File: config.mk
export PLATFORM = sky130hd
export DESIGN_NAME = iob_cpu_bus_adapter
export DESIGN_NICKNAME = d
export VERILOG_FILES = /design/src/rtl/iob_cpu_bus_adapter.sv
export SDC_FILE = /design/constraint.sdc
export NUM_CORES = 1
export LEC_CHECK = 0
export ABC_CLOCK_PERIOD_IN_PS = 4360
export CORE_MARGIN = 2
export CORE_UTILIZATION = 42
export DETAILED_ROUTE_END_ITERATION = 12
export GPL_TIMING_DRIVEN = 0
export PLACE_DENSITY = 0.77
export RECOVER_POWER = 50
export SETUP_SLACK_MARGIN = 0.1
export SLEW_MARGIN = 10
export SYNTH_ARGS = -nofsm -noshare
export SYNTH_HDL_FRONTEND = slang
export SYNTH_SLANG_ARGS = --single-unit
File: constraint.sdc
create_clock -name clk -period 4.36 [get_ports clk]
set_input_delay 0.436 -clock clk [delete_from_list [all_inputs] [get_ports clk]]
set_output_delay 0.436 -clock clk [all_outputs]
set_load 0.1 [all_outputs]
File: src/rtl/iob_cpu_bus_adapter.sv
// Bridge from a split command/response CPU bus to the IOb native bus.
// Commands are queued in a small FIFO and issued one at a time; reads (and optionally writes) return a response.
module iob_cpu_bus_adapter #(
  parameter int ADDR_W    = 32,
  parameter int DATA_W    = 32,
  parameter int CMD_DEPTH = 2,
  parameter int TIMEOUT   = 0,
  parameter int WRITE_RSP = 0,
  parameter int REMAP_EN  = 0
) (
  input  logic                           clk,
  input  logic                           rst,
  input  logic                           boot,
  input  logic                           cpu_cmd_valid,
  output logic                           cpu_cmd_ready,
  input  logic                           cpu_cmd_wr,
  input  logic [ADDR_W-1:0]              cpu_cmd_addr,
  input  logic [DATA_W-1:0]              cpu_cmd_wdata,
  input  logic [1:0]                     cpu_cmd_size,
  output logic                           cpu_rsp_valid,
  output logic [DATA_W-1:0]              cpu_rsp_data,
  output logic                           cpu_rsp_error,
  output logic                           iob_valid,
  output logic [ADDR_W-1:0]              iob_addr,
  output logic [DATA_W-1:0]              iob_wdata,
  output logic [DATA_W/8-1:0]            iob_wstrb,
  input  logic                           iob_ready,
  input  logic [DATA_W-1:0]              iob_rdata,
  output logic [$clog2(CMD_DEPTH+1)-1:0] pending
);

  localparam int STRB_W = DATA_W / 8;
  localparam int OFF_W  = $clog2(STRB_W);
  localparam int PTR_W  = (CMD_DEPTH > 1) ? $clog2(CMD_DEPTH) : 1;
  localparam int CNT_W  = $clog2(CMD_DEPTH + 1);
  localparam int TMR_W  = (TIMEOUT > 0) ? $clog2(TIMEOUT + 1) : 1;
  localparam logic [PTR_W-1:0] LAST_PTR = PTR_W'(CMD_DEPTH - 1);
  localparam logic [CNT_W-1:0] FULL_CNT = CNT_W'(CMD_DEPTH);
  localparam logic [TMR_W-1:0] TMR_LAST = TMR_W'(TIMEOUT - 1);

  typedef struct packed {
    logic              wr;
    logic [ADDR_W-1:0] addr;
    logic [DATA_W-1:0] wdata;
    logic [STRB_W-1:0] wstrb;
  } cmd_t;

  cmd_t             mem [CMD_DEPTH];
  cmd_t             new_cmd;
  cmd_t             head;
  logic [PTR_W-1:0] wr_ptr;
  logic [PTR_W-1:0] rd_ptr;
  logic [CNT_W-1:0] count;
  logic [TMR_W-1:0] timer;
  logic             full;
  logic             empty;
  logic             push;
  logic             done;
  logic             expired;
  logic             pop;
  logic             rsp_due;
  logic [3:0]       nbytes;
  logic [OFF_W-1:0] offset;
  logic [STRB_W-1:0] mask;

  function automatic logic [PTR_W-1:0] ptr_inc(input logic [PTR_W-1:0] p);
    return (p == LAST_PTR) ? '0 : p + 1'b1;
  endfunction

  assign full          = (count == FULL_CNT);
  assign empty         = (count == '0);
  assign cpu_cmd_ready = ~full & ~rst;
  assign push          = cpu_cmd_valid & cpu_cmd_ready;
  assign pending       = count;

  // Strobes cover the naturally aligned window of 2^size bytes containing the address.
  // NOTE: every variable is assigned at the top of the block so no path leaves one unassigned (no latch).
  always_comb begin
    nbytes = 4'd1 << cpu_cmd_size;
    if (32'(nbytes) > STRB_W) nbytes = 4'(STRB_W);
    offset = cpu_cmd_addr[OFF_W-1:0] & ~OFF_W'(nbytes - 4'd1);
    mask   = ({STRB_W{1'b1}} >> (STRB_W - int'(nbytes))) << offset;

    new_cmd.wr    = cpu_cmd_wr;
    new_cmd.addr  = cpu_cmd_addr;
    new_cmd.wdata = cpu_cmd_wdata;
    new_cmd.wstrb = cpu_cmd_wr ? mask : '0;
    if (REMAP_EN != 0)
      new_cmd.addr[ADDR_W-1] = (cpu_cmd_addr[ADDR_W-1] ^ ~boot) & ~cpu_cmd_addr[ADDR_W-2];
  end

  assign head    = mem[rd_ptr];
  assign done    = ~empty & iob_ready;
  assign expired = (TIMEOUT != 0) & ~empty & ~iob_ready & (timer == TMR_LAST);
  assign pop     = done | expired;
  assign rsp_due = pop & (~head.wr | (WRITE_RSP != 0));

  // Stale storage is masked while the FIFO is empty, so outputs read 0 after reset.
  assign iob_valid = ~empty;
  assign iob_addr  = empty ? '0 : head.addr;
  assign iob_wdata = empty ? '0 : head.wdata;
  assign iob_wstrb = empty ? '0 : head.wstrb;

  // NOTE: the entry storage has no reset; only pointers and count define what is valid.
  always_ff @(posedge clk) begin
    if (push) mem[wr_ptr] <= new_cmd;
  end

  always_ff @(posedge clk or posedge rst) begin
    if (rst) begin
      wr_ptr <= '0;
      rd_ptr <= '0;
      count  <= '0;
      timer  <= '0;
    end else begin
      if (push) wr_ptr <= ptr_inc(wr_ptr);
      if (pop)  rd_ptr <= ptr_inc(rd_ptr);
      count <= count + CNT_W'(push) - CNT_W'(pop);
      if (pop)
        timer <= '0;
      else if (~empty & ~iob_ready)
        timer <= timer + 1'b1;
    end
  end

  always_ff @(posedge clk or posedge rst) begin
    if (rst) begin
      cpu_rsp_valid <= 1'b0;
      cpu_rsp_error <= 1'b0;
      cpu_rsp_data  <= '0;
    end else begin
      cpu_rsp_valid <= rsp_due;
      cpu_rsp_error <= rsp_due & expired;
      cpu_rsp_data  <= (done & ~head.wr) ? iob_rdata : '0;
    end
  end

endmodule

==> reports/qor.txt <==
Tcrit/Tclk final: 0.841
Clock Latency Late Sink: 0.41 ns
Routability cong.: 0.822
Remaining Overflow, GRT: 0
Min Tclk post-route: 3.67 ns
Htree depth: 4
Drt drc: 0
Number of global-route vias before repair: 4170
First-pass GRT wire length: 21100 µm
Least-Margin Pin Slew: 1.36 ns
Site row count: 45
WL/cell: 16.0 µm
Post-CTS setup buffer count: 0
CTS tree: done
MaxCap Viol Count: 0
Pins over their slew limit: 0
Commonest cells after routing, fill and taps aside: edfxtp_1 (138), clkdlybuf4s50_1 (137), nor2_1 (71), dlygate4sd3_1 (70), mux2i_1 (68)
WS Path Type: input port to output port
Synthesized area: 6560 µm²
Worst EP arrival: 3.23 ns
Post-CTS Resized: 0
Critical path's slowest cell: clkdlybuf4s50_1
Most used cell, CP: clkdlybuf4s50_1
Delay-heaviest family, CP: buffers and inverters
Slowest stage delay, CP: 1.15 ns
Vias per cell: 4.67
Initial Util: 0.430
Worst hold path depth: 1
Slew HR: 0.0902
Outcome: finished clean
Hold_buf cts: 0
Port buffer count: 207
Hold EP: wr_ptr
GR Layer Usage met3: 0.0524
M1 GR Usage: 0.205
Post-Route WL: 13700 µm
Antenna Violating Nets Remaining: 0
WP data required: 3.92 ns
WP buf/inv: 3
Average size of a mapped cell: 16.4 µm²
Ports: 210
NumNets Final: 737
Clock Sink Count: 175
Total GRT Usage: 0.170
Clock slew seen by the registers of the worst setup and hold paths: 0.06 ns
CTS Buffer Depth: 2
M2 GR Usage: 0.291
DR pass1 iterations: 4
Final non-filler cell area: 9580 µm²
Critical Path Source Type: input port
Initial drt markers: 251
FF-to-FF setup slack: 2.35 ns
Via count: 3992
R2R cell count: 5
Vert. Die Dim: 129 µm
Unique masters post-synth: 28
Crit Reg-Reg Startpoint: pending[1]
Area grow syn2layout: 46.0%
Syn_nets: 507
Share of the yosys chip area belonging to registers: 0.772
Placed Instance Area: 9010 µm²
CP Max Fanout: 39
Hold path start: wr_ptr
Initial antenna violation count: 1
Setup violators final: 0
TritonCTS buffer count: 17
Root buffer cell: clkbuf_16
Die Area: 16600 µm²
CP Cell Sequence: clkdlybuf4s50_1 -> inv_1 -> o21a_1 -> clkdlybuf4s50_1
Grt peak-use layer: met2
Core Footprint: 15300 µm²
Largest net degree at the start of global routing: 40
Setup_tns: 0 ns
Synthesis warning total: 0
R2r endpoint: mem[0][25]
Die X: 129 µm
Detailed-placement wirelength estimate: 9690 µm
Share of cells above drive strength 1: 0.0684
Maximum clock rate: 0.273 GHz
Commonest non-fill, non-tap cell in the layout: edfxtp_1
Worst hold-check path type: register to register
Final Skew: 0.00777 ns
Final hold vios: 0
Syn Inst Count: 400
CP Capture Type: output port
Yosys reg bits: 175
Setup repair after global routing missed its margin: no
==> worst register-to-register path, cell delays in order, from the launching register on <==
cell and delay (ns):
dfrtp_1 0.44, inv_1 0.10, o211ai_1 0.20, nor2_4 0.53, buf_16 0.24, buf_16 0.19
==> registers in the layout, indices dropped and copies added, names as in the netlist <==
name,flops
rd_ptr,1
cpu_rsp_valid,1
cpu_rsp_data,32
mem,138
pending,2
wr_ptr,1
==> layer usage <==
layer  up-vias  routed length (µm)
li1       1893                   -
met5         -                   0
met4         0                 223
met2       157                6930
met1      1927                5620
met3        15                 925
==> cells by family after synthesis <==
kind of cell,Yosys count,synth area share
DFF,175,0.772
muxes,68,0.104
adders and majority gates,3,0.00572
buffers and inverters,25,0.0187
and+or+nand+nor,115,0.0818
xor gates and xnor gates,4,0.00534
other,1,0.000571
AOI/OAI and AO/OA,9,0.0118
==> cells in the mapped netlist <==
cell,n,area [µm²]
ha_1,3,37.5
buf_2,11,55.1
o21ai_2,1,8.76
clkbuf_1,5,18.8
xnor2_1,4,35.0
nand2_1,1,3.75
or2_2,1,6.26
a211oi_4,1,20.0
nor2b_1,3,18.8
and2_1,33,206
o211ai_1,1,7.51
buf_4,2,15.0
nor3_1,1,5.00
inv_1,6,22.5
nor2_1,72,270
mux2i_1,68,681
edfxtp_1,138,4140
dfrtp_1,37,926
a221oi_1,1,8.76
buf_6,1,11.3
and3_1,1,6.26
conb_1,1,3.75
nand2b_1,2,12.5
nor3b_1,1,7.51
o21a_1,1,7.51
o21ai_0,2,10.0
o211a_1,1,10.0
a21oi_1,1,5.00
==> worst max path at each step <==
stage	to	slack (ns)	start	cells past startpoint
2_1_floorplan	mem[0][0]	0.48	rst	3
3_3_place_gp	mem[0][16]	-1.21	rst	4
3_5_place_dp	cpu_cmd_ready	1.07	rst	4
4_1_cts	iob_wdata[27]	0.67	pending[1]	5
5_1_grt	cpu_cmd_ready	0.39	rst	4
6_report	cpu_cmd_ready	0.69	rst	4
==> per-stage QoR <==
step	utilization	setup WS [ns]	hold slack [ns]	instances
after floorplan	-	0.475	0.479	400
after global placement	0.584	-1.21	0.496	818
after detailed placement	0.591	1.07	0.545	822
after CTS	0.629	0.675	0.491	854
after global routing	0.628	0.391	0.556	855
final	0.628	0.692	0.561	855
==> area by class of cell <==
class | instances | area [µm²]
diodes | 1 | 2.50
plain buffers | 19 | 95.1
clock inverters | 12 | 144
well taps | 211 | 264
repair buffers | 211 | 2170
multi-input cells | 200 | 1370
flip-flops and latches | 175 | 5070
fillers | 1158 | 5680
inverters | 6 | 22.5
clock buffers | 20 | 437
Power is left out: the tool's default activity adds up to more than one toggle a clock period on the data nets, which glitch-free logic cannot reach.
